===== src/rtl/nes_controller_reader.sv =====
// -----------------------------------------------------------------------------
// nes_controller_reader
//
// Serial NES gamepad front end. On a start pulse it raises the controller
// latch, waits one half-period, samples bit 0 (A), then issues seven
// nes_clk pulses and samples one bit at the end of each low half. The
// active-low serial bits are inverted and published on buttons with a
// one-cycle valid strobe.
//
// Ports:
//   clk        in   system clock
//   rst_n      in   asynchronous active-low reset
//   start      in   read request pulse, honoured only when idle
//   nes_data   in   controller serial data, active-low, asynchronous
//   nes_latch  out  controller latch, registered, active-high
//   nes_clk    out  controller shift clock, registered, idles low
//   buttons    out  pressed buttons, active-high
//                   (bit0 A, 1 B, 2 Select, 3 Start, 4 Up, 5 Down, 6 Left, 7 Right)
//   valid      out  one-cycle strobe, coincident with a buttons update
//   busy       out  high whenever a read is in progress
// -----------------------------------------------------------------------------
module nes_controller_reader #(
    parameter int LATCH_CYCLES = 300,  // latch pulse width, 2..65535
    parameter int HALF_CYCLES  = 150   // nes_clk half-period, 4..65535
) (
    input  logic       clk,
    input  logic       rst_n,
    input  logic       start,
    input  logic       nes_data,
    output logic       nes_latch,
    output logic       nes_clk,
    output logic [7:0] buttons,
    output logic       valid,
    output logic       busy
);

    typedef enum logic [2:0] {
        IDLE,
        LATCH,
        BIT0_WAIT,
        CLK_HIGH,
        CLK_LOW,
        DONE
    } state_t;

    // Counter reload values: a state loaded with N-1 lasts exactly N cycles.
    localparam logic [15:0] LATCH_LOAD = 16'(LATCH_CYCLES - 1);
    localparam logic [15:0] HALF_LOAD  = 16'(HALF_CYCLES - 1);

    state_t      r_state;
    state_t      w_next_state;
    logic [15:0] r_cnt;
    logic [2:0]  r_bit_idx;
    logic [7:0]  r_shift;
    logic [1:0]  r_sync;
    logic        r_nes_latch;
    logic        r_nes_clk;
    logic [7:0]  r_buttons;
    logic        r_valid;
    logic        r_busy;

    logic        w_data_s;
    logic        w_cnt_zero;

    assign w_data_s   = r_sync[1];
    assign w_cnt_zero = (r_cnt == 16'd0);

    // Two-flop synchronizer. Resets to 1, the released (no button) level.
    // NOTE: sequential blocks use non-blocking assignments so every flop
    // samples pre-edge values, whatever order the statements appear in.
    always_ff @(posedge clk or negedge rst_n) begin
        if (!rst_n) begin
            r_sync <= 2'b11;
        end else begin
            r_sync <= {r_sync[0], nes_data};
        end
    end

    // State register.
    always_ff @(posedge clk or negedge rst_n) begin
        if (!rst_n) begin
            r_state <= IDLE;
        end else begin
            r_state <= w_next_state;
        end
    end

    // Next-state logic.
    // NOTE: the default assignment first guarantees a value on every path,
    // so no latch is inferred even where a branch leaves the state alone.
    always_comb begin
        w_next_state = r_state;
        unique case (r_state)
            IDLE:      if (start)      w_next_state = LATCH;
            LATCH:     if (w_cnt_zero) w_next_state = BIT0_WAIT;
            BIT0_WAIT: if (w_cnt_zero) w_next_state = CLK_HIGH;
            CLK_HIGH:  if (w_cnt_zero) w_next_state = CLK_LOW;
            CLK_LOW: begin
                if (w_cnt_zero) begin
                    w_next_state = (r_bit_idx == 3'd7) ? DONE : CLK_HIGH;
                end
            end
            DONE:      w_next_state = IDLE;
            default:   w_next_state = IDLE;
        endcase
    end

    // Dwell counter: reloaded on every state change, otherwise counts to 0.
    always_ff @(posedge clk or negedge rst_n) begin
        if (!rst_n) begin
            r_cnt <= 16'd0;
        end else if (w_next_state != r_state) begin
            r_cnt <= (w_next_state == LATCH) ? LATCH_LOAD : HALF_LOAD;
        end else if (!w_cnt_zero) begin
            r_cnt <= r_cnt - 16'd1;
        end
    end

    // Bit capture. Bit 0 is taken at the end of the post-latch wait, bits
    // 1..7 on the last cycle of each nes_clk low half.
    always_ff @(posedge clk or negedge rst_n) begin
        if (!rst_n) begin
            r_shift   <= 8'h00;
            r_bit_idx <= 3'd0;
        end else if (w_cnt_zero) begin
            if (r_state == BIT0_WAIT) begin
                r_shift[0] <= ~w_data_s;
                r_bit_idx  <= 3'd1;
            end else if (r_state == CLK_LOW) begin
                r_shift[r_bit_idx] <= ~w_data_s;
                r_bit_idx          <= r_bit_idx + 3'd1;
            end
        end
    end

    // Outputs. Pin and busy flops are loaded from the next state so they
    // switch on the same edge as the state itself.
    // NOTE: decoding the pins straight from the multi-bit state register
    // could glitch on a transition; a flop per pin cannot.
    always_ff @(posedge clk or negedge rst_n) begin
        if (!rst_n) begin
            r_nes_latch <= 1'b0;
            r_nes_clk   <= 1'b0;
            r_busy      <= 1'b0;
            r_valid     <= 1'b0;
            r_buttons   <= 8'h00;
        end else begin
            r_nes_latch <= (w_next_state == LATCH);
            r_nes_clk   <= (w_next_state == CLK_HIGH);
            r_busy      <= (w_next_state != IDLE);
            r_valid     <= (r_state == DONE);
            if (r_state == DONE) begin
                r_buttons <= r_shift;
            end
        end
    end

    assign nes_latch = r_nes_latch;
    assign nes_clk   = r_nes_clk;
    assign buttons   = r_buttons;
    assign valid     = r_valid;
    assign busy      = r_busy;

endmodule

===== config.mk =====
export PLATFORM = sky130hd
export DESIGN_NAME = nes_controller_reader
export DESIGN_NICKNAME = d
export VERILOG_FILES = /design/src/rtl/nes_controller_reader.sv
export SDC_FILE = /design/constraint.sdc
export NUM_CORES = 1
export LEC_CHECK = 0
export CORE_MARGIN = 1
export CORE_UTILIZATION = 40
export DETAILED_ROUTE_END_ITERATION = 8
export PLACE_DENSITY = 0.58
export SKIP_LAST_GASP = 1
export SLEW_MARGIN = 25
export SYNTH_ARGS = -nofsm -noshare
export SYNTH_HDL_FRONTEND = slang
export SYNTH_SLANG_ARGS = --single-unit

===== constraint.sdc =====
create_clock -name clk -period 2 [get_ports clk]
set_clock_uncertainty 0.15 [all_clocks]
set_input_delay 0.4 -clock clk [delete_from_list [all_inputs] [get_ports clk]]
set_output_delay 0.4 -clock clk [all_outputs]
set_load 0.1 [all_outputs]

# After elaboration in Yosys (flattened, before gate mapping)

Cells that the tools add are included.

Add/sub/neg operators: 2
Order comparisons: 2
Eq/ne operators: 10
Mux-type cells: 17
Bitwise operators: 2
Reduce and logical (&&, ||, !) cells: 7

Operator list:

| kind                                                                                | number |
|---|---|
| 16-bit two-way mux                                                                  | 2 |
| 3-bit two-way mux                                                                   | 8 |
| 16-bit logical NOT                                                                  | 1 |
| 16-bit by 1-bit subtractor with 16-bit output, second input constant                | 1 |
| 3-bit case mux with 5 select lines                                                  | 1 |
| 3-bit by 2-bit == test with 1-bit output, second input constant                     | 3 |
| 3-bit == test, second input constant                                                | 3 |
| 9-bit two-way mux                                                                   | 1 |
| 8-bit bitwise mux                                                                   | 1 |
| 3-bit by 1-bit == test with 1-bit output, second input constant                     | 2 |
| 3-bit by 4-bit < comparator with 1-bit output, second input constant                | 1 |
| 3-bit by 1-bit adder with 3-bit output, second input constant                       | 1 |
| 1-bit demux with 3-bit select                                                       | 1 |
| 3-bit by 1-bit greater-or-equal comparator with 1-bit output, second input constant | 1 |
| 3-bit logical NOT                                                                   | 1 |
| 1-bit two-way mux                                                                   | 3 |
| 3-bit != test                                                                       | 1 |
| 3-bit AND reduction                                                                 | 1 |
| 3-bit nonzero test                                                                  | 1 |
| 2-bit by 1-bit != test with 1-bit output, second input constant                     | 1 |
| 1-bit NOT                                                                           | 2 |
| 2-bit AND reduction                                                                 | 1 |
| 2-bit nonzero test                                                                  | 1 |
| 1-bit logical AND                                                                   | 1 |

Register bits after elaboration: 44
Output and inout bits: 12
Logic and storage cells: 51

# Depth between registers and ports, before layout

Depth after elaboration: 7
Gate-level depth with buffers: 7
Gate-level depth less buffers: 6

# Worst setup path before layout

Ideal clock, no wire load.

Path type: flip-flop to flip-flop
Start: reg r_cnt[0]
End: reg r_cnt[13]
Arrival time: 1.726 ns
Required time: 1.762 ns
Path slack: 0.035 ns
Stages on the path, launching flop included: 8
Buffers on the path: 1
Period minus slack after synthesis: 1.965 ns
Path through: dfrtp_1 > inv_1 > ha_1 > or3b_1 > clkbuf_1 > o211ai_1 > or4_1 > a22oi_1

Longest elaborated chain between the ends: 5

Ends and longest elaborated chain:

| item                                                                                            | line | source |
|---|---|---|
| start, declared                                                                                 | 52   | `logic [15:0] r_cnt;` |
| start signal, assigned                                                                          | 113  | `r_cnt <= (w_next_state == LATCH) ? LATCH_LOAD : HALF_LOAD;` |
| start signal, assigned                                                                          | 115  | `r_cnt <= r_cnt - 16'd1;` |
| 16-bit logical NOT                                                                              | 66   | `assign w_cnt_zero = (r_cnt == 16'd0);` |
| 3-bit two-way mux, on equally long branches                                                     | --   |  |
| 3-bit case mux with 5 select lines                                                              | 93   | `unique case (r_state)` |
| 3-bit != test                                                                                   | 112  | `end else if (w_next_state != r_state) begin` |
| 2-bit by 1-bit != test with 1-bit output (no source line) or 16-bit two-way mux (tied branches) | --   |  |

Several ways; a longest one is shown, not always the timed one. The select of a mux whose other input is x is not followed.
A chain may end at the register's enable or synchronous reset.

# Worst setup path after layout

Start: reg r_cnt[1]
End: reg r_cnt[13]

The elaborated chain is that of the path after synthesis.

==> metrics.cfg <==
[run_status]
status=completed

[floorplan]
die_h_microns=78.4
top_level_ports=16
start_util_pct=41.9
die-area_sq_um=6150
fp-row-count=27
die_w_microns=78.4
core-area_sq_um=5570

[synthesis]
netlist_area_sq_um=2340
synth_cells=228
yosysTopAreaCell=dfrtp_1
async_flop_share_pct=100
yosysWarnings=0
synthTopCellsByArea=dfrtp_1, mux2_2, mux2i_1, nor2_1, a21oi_1
synth_cell_types=50
synth_seq_area_share_pct=47.2
ys_ff_latch=44
avgSynthCellArea_sq_um=10.2
synthDominantCellAreaShare_pct=45.0
synth_fp_nets=235
synth_edf_count=0
synthFlopType=dfrtp_1

[finish]
n_antenna_cell=0
layout_commonest_cell=dfrtp_1
layout_common_cells=dfrtp_1, buf_4, nor2_1
finalNonFillerCells=351
final_net_count=285
area_growth_pct=37.1
fillers=482
drive_gt1_share_pct=33.0

[drt]
firstDrtPassIters=4
wl_microns=5290
drt-initial-drc-count=98
vias=1907
via_per_inst=5.43
postRouteAntennaNets=0
drc=0
wl_per_cell_microns=15.1

[place]
dp_cells=340
portBuffers=15
dpl.hpwl_microns=3650
place.gp.congestion=0.853

[worst_setup_path]
worstPathRequired_ps=2060
worst_setup_path_start_kind=register
crit_fanout=5
critical_path_class=register to register
end_kind=register
cp.arrival_ps=2040

[clock_tree]
cts_num_sinks=44
numCtsBuffers=5
clock_path_buffers=2
cts_tree=done
clk_pin_slew_worst_paths_ps=90
clockRootBuffer=clkbuf_8
insertion_delay_ps=300
cts_max_level=2

[power_and_ir_drop]
p_leak_uw=0.00139
switching_share_pct=19.2
power_frac_clock_pct=46.6
p_total_uw=1740
power_frac_seq_pct=51.6
power_density_nw_per_um2=542
power_frac_comb_pct=1.9
p_int_uw=1400
p_switching_uw=334
ir_worst_vdd_mv=0.326

[sta]
slew_viol_final=0
finalCritPeriodShare_pct=98.9
maxSlewHeadroom_pct=69.3
finalSetupTns_ps=0
finalHoldViolCount=0
rsz0062_at_grt=true
period_minus_slack_ps=1980
setup_viol_count_final=0
max_freq_mhz=505
fin_hold_ws_ps=211
worst_pin_slew_ps=461

[grt]
grt_overflow=0
grt_pass1_wl_microns=8610
track_usage_pct=18.1
antenna_found_initial=0
grt_pass1_vias=1864
grt_max_degree=22

[hold_path]
hp-class=register to register

[job]
drv_cap=0

layout make-up:
class / count / area (sq um) / share of cell area (%)
Multi-Input combinational cell: 160 / 1230 / 38.4
Sequential cell: 44 / 1100 / 34.5
Timing Repair Buffer: 54 / 598 / 18.7
Tap cell: 72 / 90.1 / 2.81
Clock buffer: 6 / 72.6 / 2.27
Clock inverter: 2 / 60.1 / 1.88
Inverter: 13 / 48.8 / 1.52
registers in the layout, indices dropped and copies added, names as in the netlist:
name	flops
valid	1
buttons	8
nes_latch	1
r_shift	8
r_state	3
nes_clk	1
r_bit_idx	3
r_cnt	16
busy	1
r_sync	2
power groups by stage:
stage               clock [uW]  combinational [uW]  sequential, uW
floorplan                    0                2.51             912
global placement             0                32.5             913
detailed placement           0                32.5             913
CTS                        832                34.4             895
global route               867                39.0             896
finish                     809                32.4             895
what timing repair did:
| item | CTS | global route |
|---|---|---|
| endpoints found under the setup margin | 3 | 24 |
| gates cloned | 0 | 1 |
| pin swaps | 0 | 13 |
| hold buffers | 1 | 0 |
| setup buffers | 0 | 1 |
| endpoints found under the hold margin | 17 | 0 |
| resized for setup | 2 | 20 |
worst max-delay path, stage by stage, from the launching register on:
cell      delay (ps)
dfrtp_1          350
inv_1             50
ha_2             180
buf_6            110
or3b_4           260
o211ai_1         150
or4_1            490
a22oi_1          140
cell usage after synthesis (2+ instances only):
master / number
nand3_1: 7
a311o_1: 2
o211ai_1: 2
ha_1: 3
nor2_1: 18
or3_1: 6
or4_1: 5
and2_1: 2
nand2b_1: 2
buf_4: 2
nand4_1: 3
nor4_2: 2
inv_1: 13
a31oi_1: 2
xnor2_1: 2
a21boi_0: 5
o31ai_1: 5
dfrtp_1: 42
o21ai_0: 8
mux2i_1: 7
a22oi_1: 6
mux2_2: 8
a21oi_1: 13
nand2_1: 16
nand4b_1: 2
clkbuf_1: 8
nor4_1: 4
nor3_1: 3
dfstp_2: 2
xor2_1: 2
a211oi_1: 2
nor3b_1: 4
nor4_4: 3
metrics by stage:
stage                     utilization, %  worst slack (ps)  instance area [sq um]
after floorplan                        -              35.4                   2340
after global placement              52.5              45.4                   2920
after detailed placement            52.5              23.2                   2920
after CTS                           55.2             -6.08                   3080
after global routing                57.4             -92.3                   3200
final                               57.4              21.3                   3200
cells by family after synthesis:
group	after synthesis	share of synthesized area (%)
flops	44	47.2
mux	15	6.86
xor+xnor	4	1.50
compound gates	51	14.4
simple gates	86	23.7
fa+ha+maj	4	2.04
buf+inv	24	4.23
final timing paths:
check	startpoint	to	slack, ps	depth (start not counted)
max in group asynchronous	rst_n	r_cnt[6]	710	3
setup / recovery	r_cnt[1]	r_cnt[13]	20	7
setup reg to reg	r_cnt[1]	r_cnt[13]	20	7
hold reg to reg	r_sync[0]	r_sync[1]	210	0
min in group asynchronous	rst_n	r_bit_idx[2]	440	2
hold / removal	r_sync[0]	r_sync[1]	210	0
routing by layer:
metal	share of wire, %	global-route usage (%)	wire (microns)
met1	45	23.2	2410
met2	51	29.3	2700
met3	3.2	5.23	171
met4	0.36	5.93	19
met5	0	0	0
Note: power is estimated with default switching activity, not from simulation.
